File: src/rtl/wb_slot_mux_pkg.sv
// Shared definitions for the Wishbone slot multiplexer:
// register map, ID constant and switch-FSM states.
package wb_slot_mux_pkg;

  localparam logic [7:0] OFF_SEL   = 8'h00;
  localparam logic [7:0] OFF_CTRL  = 8'h04;
  localparam logic [7:0] OFF_MASKL = 8'h08;
  localparam logic [7:0] OFF_MASKH = 8'h0C;
  localparam logic [7:0] OFF_STATL = 8'h10;
  localparam logic [7:0] OFF_STATH = 8'h14;
  localparam logic [7:0] OFF_INFO  = 8'h18;

  localparam logic [15:0] INFO_ID = 16'h5A01;
  localparam int RST_CYCLES = 4;

  typedef enum logic [1:0] {
    ST_IDLE,
    ST_DRAIN,
    ST_RESET
  } sw_state_e;

  function automatic logic [31:0] byte_mask(input logic [3:0] sel);
    return {{8{sel[3]}}, {8{sel[2]}}, {8{sel[1]}}, {8{sel[0]}}};
  endfunction

endpackage

File: src/rtl/wb_slot_mux_regs.sv
// Wishbone classic register file: SEL, CTRL, MASK, STATUS (W1C), INFO.
// Single-cycle registered ack with one idle cycle after every ack.
module wb_slot_mux_regs
  import wb_slot_mux_pkg::*;
#(
  parameter int          NUM_SLOTS = 4,
  parameter int          IO_WIDTH  = 38,
  parameter logic [31:0] BASE_ADDR = 32'h3000_0000
) (
  input  logic                clk_i,
  input  logic                rst_i,
  input  logic                cyc_i,
  input  logic                stb_i,
  input  logic                we_i,
  input  logic [3:0]          sel_i,
  input  logic [31:0]         adr_i,
  input  logic [31:0]         dat_i,
  output logic                ack_o,
  output logic [31:0]         dat_o,
  input  logic                busy_i,
  input  logic [IO_WIDTH-1:0] stat_set_i,
  output logic                en_o,
  output logic                sel_wr_o,
  output logic [3:0]          sel_val_o,
  output logic [IO_WIDTH-1:0] mask_o,
  output logic [IO_WIDTH-1:0] stat_o
);

  localparam logic [63:0] VMASK =
    (IO_WIDTH >= 64) ? '1 : ((64'd1 << IO_WIDTH) - 64'd1);

  logic        ack_q;
  logic        en_q;
  logic [3:0]  sel_q;
  logic [31:0] dat_q;
  logic [63:0] mask_q, mask_d;
  logic [63:0] stat_q, stat_d;
  logic [63:0] clr;
  logic [31:0] bm, rdata;
  logic        hit, wr, rd;

  assign hit = cyc_i & stb_i & ~ack_q
             & (adr_i[31:8] == BASE_ADDR[31:8]);
  assign wr  = hit & we_i;
  assign rd  = hit & ~we_i;
  assign bm  = byte_mask(sel_i);

  assign sel_wr_o  = wr & (adr_i[7:0] == OFF_SEL) & sel_i[0]
                   & ~busy_i & (dat_i < 32'(NUM_SLOTS));
  assign sel_val_o = dat_i[3:0];

  always_comb begin
    mask_d = mask_q;
    clr    = '0;
    if (wr) begin
      case (adr_i[7:0])
        OFF_MASKL: mask_d[31:0]  = (mask_q[31:0] & ~bm) | (dat_i & bm);
        OFF_MASKH: mask_d[63:32] = (mask_q[63:32] & ~bm) | (dat_i & bm);
        OFF_STATL: clr[31:0]     = dat_i & bm;
        OFF_STATH: clr[63:32]    = dat_i & bm;
        default: ;
      endcase
    end
    mask_d = mask_d & VMASK;
    // a fresh edge wins over a coincident clear
    stat_d = ((stat_q & ~clr) | 64'(stat_set_i)) & VMASK;
  end

  always_comb begin
    case (adr_i[7:0])
      OFF_SEL:   rdata = {28'd0, sel_q};
      OFF_CTRL:  rdata = {30'd0, busy_i, en_q};
      OFF_MASKL: rdata = mask_q[31:0];
      OFF_MASKH: rdata = mask_q[63:32];
      OFF_STATL: rdata = stat_q[31:0];
      OFF_STATH: rdata = stat_q[63:32];
      OFF_INFO:  rdata = {8'(IO_WIDTH), 8'(NUM_SLOTS), INFO_ID};
      default:   rdata = '0;
    endcase
  end

  always_ff @(posedge clk_i or posedge rst_i) begin
    if (rst_i) begin
      ack_q  <= 1'b0;
      dat_q  <= '0;
      en_q   <= 1'b0;
      sel_q  <= '0;
      mask_q <= '0;
      stat_q <= '0;
    end else begin
      ack_q  <= hit;
      dat_q  <= rd ? rdata : '0;
      mask_q <= mask_d;
      stat_q <= stat_d;
      if (sel_wr_o)
        sel_q <= dat_i[3:0];
      if (wr && adr_i[7:0] == OFF_CTRL && sel_i[0])
        en_q <= dat_i[0];
    end
  end

  assign ack_o  = ack_q;
  assign dat_o  = dat_q;
  assign en_o   = en_q;
  assign mask_o = mask_q[IO_WIDTH-1:0];
  assign stat_o = stat_q[IO_WIDTH-1:0];

endmodule

File: src/rtl/wb_slot_mux.sv
// Pad multiplexer for user design slots: Wishbone-controlled slot
// switching with drain/reset sequencing and synchronised edge IRQs.
module wb_slot_mux
  import wb_slot_mux_pkg::*;
#(
  parameter int          NUM_SLOTS = 4,
  parameter int          IO_WIDTH  = 38,
  parameter logic [31:0] BASE_ADDR = 32'h3000_0000
) (
  input  logic                          wb_clk_i,
  input  logic                          wb_rst_i,
  input  logic                          wbs_cyc_i,
  input  logic                          wbs_stb_i,
  input  logic                          wbs_we_i,
  input  logic [3:0]                    wbs_sel_i,
  input  logic [31:0]                   wbs_adr_i,
  input  logic [31:0]                   wbs_dat_i,
  output logic                          wbs_ack_o,
  output logic [31:0]                   wbs_dat_o,
  input  logic [IO_WIDTH-1:0]           io_in,
  output logic [IO_WIDTH-1:0]           io_out,
  output logic [IO_WIDTH-1:0]           io_oeb,
  output logic [NUM_SLOTS*IO_WIDTH-1:0] slot_io_in,
  input  logic [NUM_SLOTS*IO_WIDTH-1:0] slot_io_out,
  input  logic [NUM_SLOTS*IO_WIDTH-1:0] slot_io_oeb,
  output logic [NUM_SLOTS-1:0]          slot_rst,
  output logic [2:0]                    irq
);

  sw_state_e           state_q;
  logic [3:0]          cur_q, tgt_q;
  logic [1:0]          cnt_q;
  logic                irq0_q, irq1_q;
  logic [NUM_SLOTS-1:0] slot_rst_q, cur_oh;
  logic [IO_WIDTH-1:0] s1_q, s2_q, s3_q;
  logic [IO_WIDTH-1:0] mask, stat, stat_set;
  logic                en, busy, sel_wr;
  logic [3:0]          sel_val;

  assign busy   = (state_q != ST_IDLE);
  assign cur_oh = {{(NUM_SLOTS-1){1'b0}}, 1'b1} << cur_q;

  wb_slot_mux_regs #(
    .NUM_SLOTS(NUM_SLOTS),
    .IO_WIDTH (IO_WIDTH),
    .BASE_ADDR(BASE_ADDR)
  ) u_regs (
    .clk_i     (wb_clk_i),
    .rst_i     (wb_rst_i),
    .cyc_i     (wbs_cyc_i),
    .stb_i     (wbs_stb_i),
    .we_i      (wbs_we_i),
    .sel_i     (wbs_sel_i),
    .adr_i     (wbs_adr_i),
    .dat_i     (wbs_dat_i),
    .ack_o     (wbs_ack_o),
    .dat_o     (wbs_dat_o),
    .busy_i    (busy),
    .stat_set_i(stat_set),
    .en_o      (en),
    .sel_wr_o  (sel_wr),
    .sel_val_o (sel_val),
    .mask_o    (mask),
    .stat_o    (stat)
  );

  // s1/s2 synchronise, s3 is history for edge detection
  assign stat_set = s2_q & ~s3_q;

  always_ff @(posedge wb_clk_i or posedge wb_rst_i) begin
    if (wb_rst_i) begin
      s1_q   <= '0;
      s2_q   <= '0;
      s3_q   <= '0;
      irq0_q <= 1'b0;
    end else begin
      s1_q   <= io_in;
      s2_q   <= s1_q;
      s3_q   <= s2_q;
      irq0_q <= |(stat & mask);
    end
  end

  always_ff @(posedge wb_clk_i or posedge wb_rst_i) begin
    if (wb_rst_i) begin
      state_q    <= ST_IDLE;
      cur_q      <= '0;
      tgt_q      <= '0;
      cnt_q      <= '0;
      irq1_q     <= 1'b0;
      slot_rst_q <= '1;
    end else begin
      irq1_q <= 1'b0;
      case (state_q)
        ST_IDLE: begin
          slot_rst_q <= ~cur_oh;
          if (sel_wr && sel_val != cur_q) begin
            tgt_q   <= sel_val;
            state_q <= ST_DRAIN;
          end
        end
        ST_DRAIN: begin
          state_q    <= ST_RESET;
          cur_q      <= tgt_q;
          cnt_q      <= '0;
          slot_rst_q <= '1;
        end
        ST_RESET: begin
          cnt_q <= cnt_q + 2'd1;
          if (cnt_q == 2'(RST_CYCLES - 1)) begin
            state_q    <= ST_IDLE;
            irq1_q     <= 1'b1;
            slot_rst_q <= ~cur_oh;
          end
        end
        default: state_q <= ST_IDLE;
      endcase
    end
  end

  always_comb begin
    io_out     = '0;
    io_oeb     = '1;
    slot_io_in = '0;
    slot_io_in[int'(cur_q)*IO_WIDTH +: IO_WIDTH] = io_in;
    if (!busy && en) begin
      io_out = slot_io_out[int'(cur_q)*IO_WIDTH +: IO_WIDTH];
      io_oeb = slot_io_oeb[int'(cur_q)*IO_WIDTH +: IO_WIDTH];
    end
  end

  assign slot_rst = slot_rst_q;
  assign irq      = {1'b0, irq1_q, irq0_q};

endmodule

File: config.mk
export PLATFORM = sky130hd
export DESIGN_NAME = wb_slot_mux
export DESIGN_NICKNAME = d
export VERILOG_FILES = /design/src/rtl/wb_slot_mux_pkg.sv /design/src/rtl/wb_slot_mux_regs.sv /design/src/rtl/wb_slot_mux.sv
export SDC_FILE = /design/constraint.sdc
export NUM_CORES = 1
export LEC_CHECK = 0
export CAP_MARGIN = 10
export CORE_AREA = 2 2 268 270
export DETAILED_ROUTE_END_ITERATION = 16
export DIE_AREA = 0 0 270 272
export GPL_ROUTABILITY_DRIVEN = 1
export PLACE_DENSITY = 0.55
export SETUP_SLACK_MARGIN = 0.3
export SYNTH_ARGS = -nofsm -noshare
export SYNTH_HDL_FRONTEND = slang
export SYNTH_HIERARCHICAL = 1
export SYNTH_SLANG_ARGS = --single-unit
File: constraint.sdc
create_clock -name wb_clk_i -period 10.4 [get_ports wb_clk_i]
set_input_delay 2.08 -clock wb_clk_i [delete_from_list [all_inputs] [get_ports wb_clk_i]]
set_output_delay 2.08 -clock wb_clk_i [all_outputs]
set_load 0.02 [all_outputs]
==> metrics.log <==
[metrics] share of Yosys cell area claimed by the top area cell type: 0.339
[metrics] most used flip-flop cell after synthesis: sky130_fd_sc_hd__dfrtp_1
[metrics] Die Outline Area: 0.0734 mm2
[metrics] fraction of final layout cells with drive strength greater than 1: 0.112
[metrics] number of sinks driven by the clock tree: between 200 and 250
[metrics] CTS H-tree depth: 1
[metrics] post-CTS repair timing setup buffer count: 0
[metrics] routed vias/inst: 5.62
[metrics] Clock Skews: ~17 ps
[metrics] P per Cell Area: 83.9 mW/mm2
[metrics] setup repair after global routing missed its margin: false
[metrics] starting utilization of the core area: 0.252
[metrics] Worst Hold Slack: around 340 ps
[metrics] result of the run: finished, final reports clean
[metrics] count leader, synth: sky130_fd_sc_hd__dfrtp_1
[metrics] count of hold-fix buffers inserted at cts: 0
[metrics] slowest cell on the critical path: sky130_fd_sc_hd__o311a_1
[metrics] library cell with the largest summed area after synthesis: sky130_fd_sc_hd__dfrtp_1
[metrics] overall fraction of global-route tracks in use: 0.267
[metrics] Final Net Count: about 3000
[metrics] synthesized instance count: between 1500 and 2000
[metrics] async set-or-reset flop fraction in the synthesized netlist: 1.00
[metrics] static leakage power: roughly 9.6 nW
[metrics] final hold viol count: 0
[metrics] number of remaining DRC errors: 0
[metrics] pin count of the biggest net entering global routing: 80
[metrics] area of combinational cells with multiple inputs: about 0.011 mm2
[metrics] Detail Route Antenna Nets: 0
[metrics] synthesis-to-layout area growth: 47.7%
[metrics] initial antenna violation count: 26
[metrics] launch point of the worst path: cur_q[2]
[metrics] row count: 98
[metrics] Worst path most repeated cell: sky130_fd_sc_hd__ha_1
[metrics] transition at the pin with the smallest max-transition slack: around 1300 ps
[metrics] number of detailed-routing iterations run before antenna repair: 7
[metrics] sequential cell area fraction in the yosys report: 0.345
[metrics] Worst path top cell family by delay: buffers and inverters
[metrics] clock latency of the later-clocked register in the worst-skew pair: about 520 ps
[metrics] EDFF count, synth: 0
[metrics] HPWL after detailed placement: between 80 and 90 mm
[metrics] root cell of the clock tree: sky130_fd_sc_hd__clkbuf_16
[metrics] min Tclk post-route: ~9800 ps
[metrics] post-synthesis net count: between 2000 and 2500
[metrics] placeable core region: 0.0708 mm2
[metrics] Worst EP arrival: between 7000 and 8000 ps
[metrics] Cell variety after synth: a little over 90
[metrics] initial DRC count: 2300
[metrics] classification of the worst setup path: flip-flop to output port
[metrics] reg2reg path depth: 10
[metrics] start of the worst register-to-register path: state_q[0]
[metrics] chain of cells forming the critical path: buf_4 > clkinv_1 > ha_1 > inv_1 > ha_1 > ha_1 > or3b_1 > a311oi_2 > nand2_1 > ha_2 > buf_4 > nor3_1 > o311a_1 > mux2i_1 > a21oi_1 > clkdlybuf4s50_1
[metrics] critical path's largest stage delay: 990 ps
[metrics] synthesized area per cell: ~9.2 um2
[metrics] setup violation total in the final timing report: 0
[metrics] warning count from the yosys run: 6
[metrics] Post-Route WL: between 100 and 150 mm
[metrics] Critical Path Source Type: flip-flop
[metrics] terminus of the critical flop-to-flop path: tgt_q[1]
[metrics] nature of the critical path endpoint: output port
[metrics] total number of vias: 19700
[metrics] worst relative slew slack: 0.155
[metrics] highest achievable clock rate: a little over 0.1 GHz
[metrics] Routed WL per cell: a little under 30 um
[metrics] setup TNS: 0 ps
[metrics] critical path endpoint: slot_io_in[30]
[metrics] final weighted congestion in routability-driven placement: between 1 and 1.5
[metrics] fillers: 7087
[metrics] depth of the critical timing path with buffers and inverters included: 16
[metrics] global-route wire length before repair: 145 mm
[metrics] clock transition time at the flip-flop clock pins of the worst setup and hold paths: 60 ps
[metrics] IO Count: 683
[metrics] clock tree buffer depth: 3
[metrics] Final Slew Violations: 0
[metrics] die width: between 200 and 300 um
[metrics] worst-case register-to-register setup slack: roughly 7200 ps
[metrics] max-capacitance violation count: 0
[metrics] area of the mapped netlist: between 0.015 and 0.02 mm2
[metrics] Critical Path Fanout Max: between 60 and 70
[metrics] final worst-path cycle share: 0.940
[metrics] Seq. cell area: roughly 0.0062 mm2
[metrics] instance count along the most critical hold path: 0
[metrics] number of buffers added on ports: slightly below 700
[metrics] vias in the first global route: roughly 19000
[metrics] Overflow after GRT: 0
[metrics] most frequent cells after synthesis: sky130_fd_sc_hd__dfrtp_1, sky130_fd_sc_hd__nand2_1, sky130_fd_sc_hd__nor2_1, sky130_fd_sc_hd__a21oi_1, sky130_fd_sc_hd__mux4_2
[metrics] Data required, critical path: 8320 ps
[metrics] highest ir drop seen on vdd: around 0.095 mV
[metrics] TritonCTS clock tree: built
[metrics] TritonCTS Buffers: 25
[metrics] leading cell types by total area after synthesis: sky130_fd_sc_hd__dfrtp_1, sky130_fd_sc_hd__mux4_2, sky130_fd_sc_hd__nand2_1, sky130_fd_sc_hd__nor2_1, sky130_fd_sc_hd__mux2_2
[metrics] register bit total from synthesis: between 200 and 250
[metrics] critical path buffer and inverter count: 5
[metrics] height of the die: between 200 and 300 um
[metrics] path category of the worst min-delay check: flip-flop to flip-flop
## per-stage QoR
stage / util / power (mW) / std cells / setup WS (ps) / area [um2]
floorplan: - / 1.10 / 1943 / 3740 / 17900
global placement: 0.361 / 1.35 / 3450 / 1320 / 25500
detailed placement: 0.361 / 1.35 / 3450 / 1200 / 25500
CTS: 0.372 / 2.23 / 3493 / 624 / 26300
global route: 0.373 / 2.29 / 3495 / 353 / 26400
finish: 0.373 / 2.21 / 3500 / 628 / 26400
## layout make-up
class                   count  area share
well taps                 950      0.0451
clock inverters             9     0.00403
diodes                      6    0.000569
flip-flops and latches    246       0.234
repair inverters            1    0.000190
repair buffers            717       0.269
inverters                  17     0.00275
multi-input cells        1520       0.418
clock buffers              34      0.0265
## placed cells by master (no fill, tap or decap), types with 10 or more instances in the layout
cell                              count
sky130_fd_sc_hd__clkdlybuf4s50_1    681
sky130_fd_sc_hd__dfrtp_1            240
sky130_fd_sc_hd__nand2_1            235
sky130_fd_sc_hd__nor2_1             222
sky130_fd_sc_hd__a21oi_1            105
sky130_fd_sc_hd__mux4_2             105
sky130_fd_sc_hd__nand3_1             83
sky130_fd_sc_hd__a22oi_1             66
sky130_fd_sc_hd__o21ai_0             65
sky130_fd_sc_hd__and3_1              63
sky130_fd_sc_hd__mux2_2              54
sky130_fd_sc_hd__nor2b_1             49
sky130_fd_sc_hd__a21o_1              43
sky130_fd_sc_hd__nor3_1              43
sky130_fd_sc_hd__buf_4               36
sky130_fd_sc_hd__mux2i_1             32
sky130_fd_sc_hd__nand4_1             30
sky130_fd_sc_hd__clkbuf_16           25
sky130_fd_sc_hd__a31oi_1             23
sky130_fd_sc_hd__o22ai_1             22
sky130_fd_sc_hd__nor4_1              22
sky130_fd_sc_hd__a32oi_1             18
sky130_fd_sc_hd__and2_1              17
sky130_fd_sc_hd__ha_1                17
sky130_fd_sc_hd__inv_1               12
sky130_fd_sc_hd__a22o_1              12
sky130_fd_sc_hd__or3_1               10
## per-layer routing
metal | global-route usage | wire, um
met1 | 0.375 | 44600
met2 | 0.415 | 45400
met3 | 0.0594 | 9600
met4 | 0.0661 | 3390
met5 | 0 | 102
## worst min path at each step
stage          endpoint  slack (ps)     start
3_3_place_gp    s2_q[0]         330   s1_q[0]
6_report        s2_q[8]         340   s1_q[8]
5_1_grt        s2_q[21]         340  s1_q[21]
4_1_cts         s2_q[8]         340   s1_q[8]
3_5_place_dp   s2_q[12]         330  s1_q[12]
2_1_floorplan   s2_q[0]         330   s1_q[0]
## power breakdown
group          switching (mW)  internal [mW]  total (mW)  leakage, nW
clock network           0.358          0.519       0.877        0.387
logic                   0.150          0.198       0.348         6.23
registers             0.00710          0.980       0.987         2.96
total                   0.515           1.70        2.21         9.57
## kinds of logic after synthesis
logic type / synth area share
and+or+nand+nor: 0.229
DFF: 0.345
adders and majority gates: 0.0133
xor gates and xnor gates: 0.0104
muxes: 0.189
other: 0.000210
buffers and inverters: 0.0432
AOI/OAI and AO/OA: 0.169
## timing repair
action | 4_1_cts | 5_1_grt
gates resized for setup | 0 | 2
setup endpoints to repair | 0 | 3
endpoints found under the hold margin | 0 | 0
## worst reg2reg max path, cell delays in order (launching register included)
cell and delay, ps:
sky130_fd_sc_hd__dfrtp_1 400, sky130_fd_sc_hd__inv_1 110, sky130_fd_sc_hd__ha_1 230, sky130_fd_sc_hd__inv_1 150, sky130_fd_sc_hd__nor4_1 310, sky130_fd_sc_hd__nand4_1 140, sky130_fd_sc_hd__nor2_1 220, sky130_fd_sc_hd__nor4bb_1 570
sky130_fd_sc_hd__o41ai_1 250, sky130_fd_sc_hd__or2_2 390, sky130_fd_sc_hd__mux2_2 290
(Power assumes the default switching activity.)
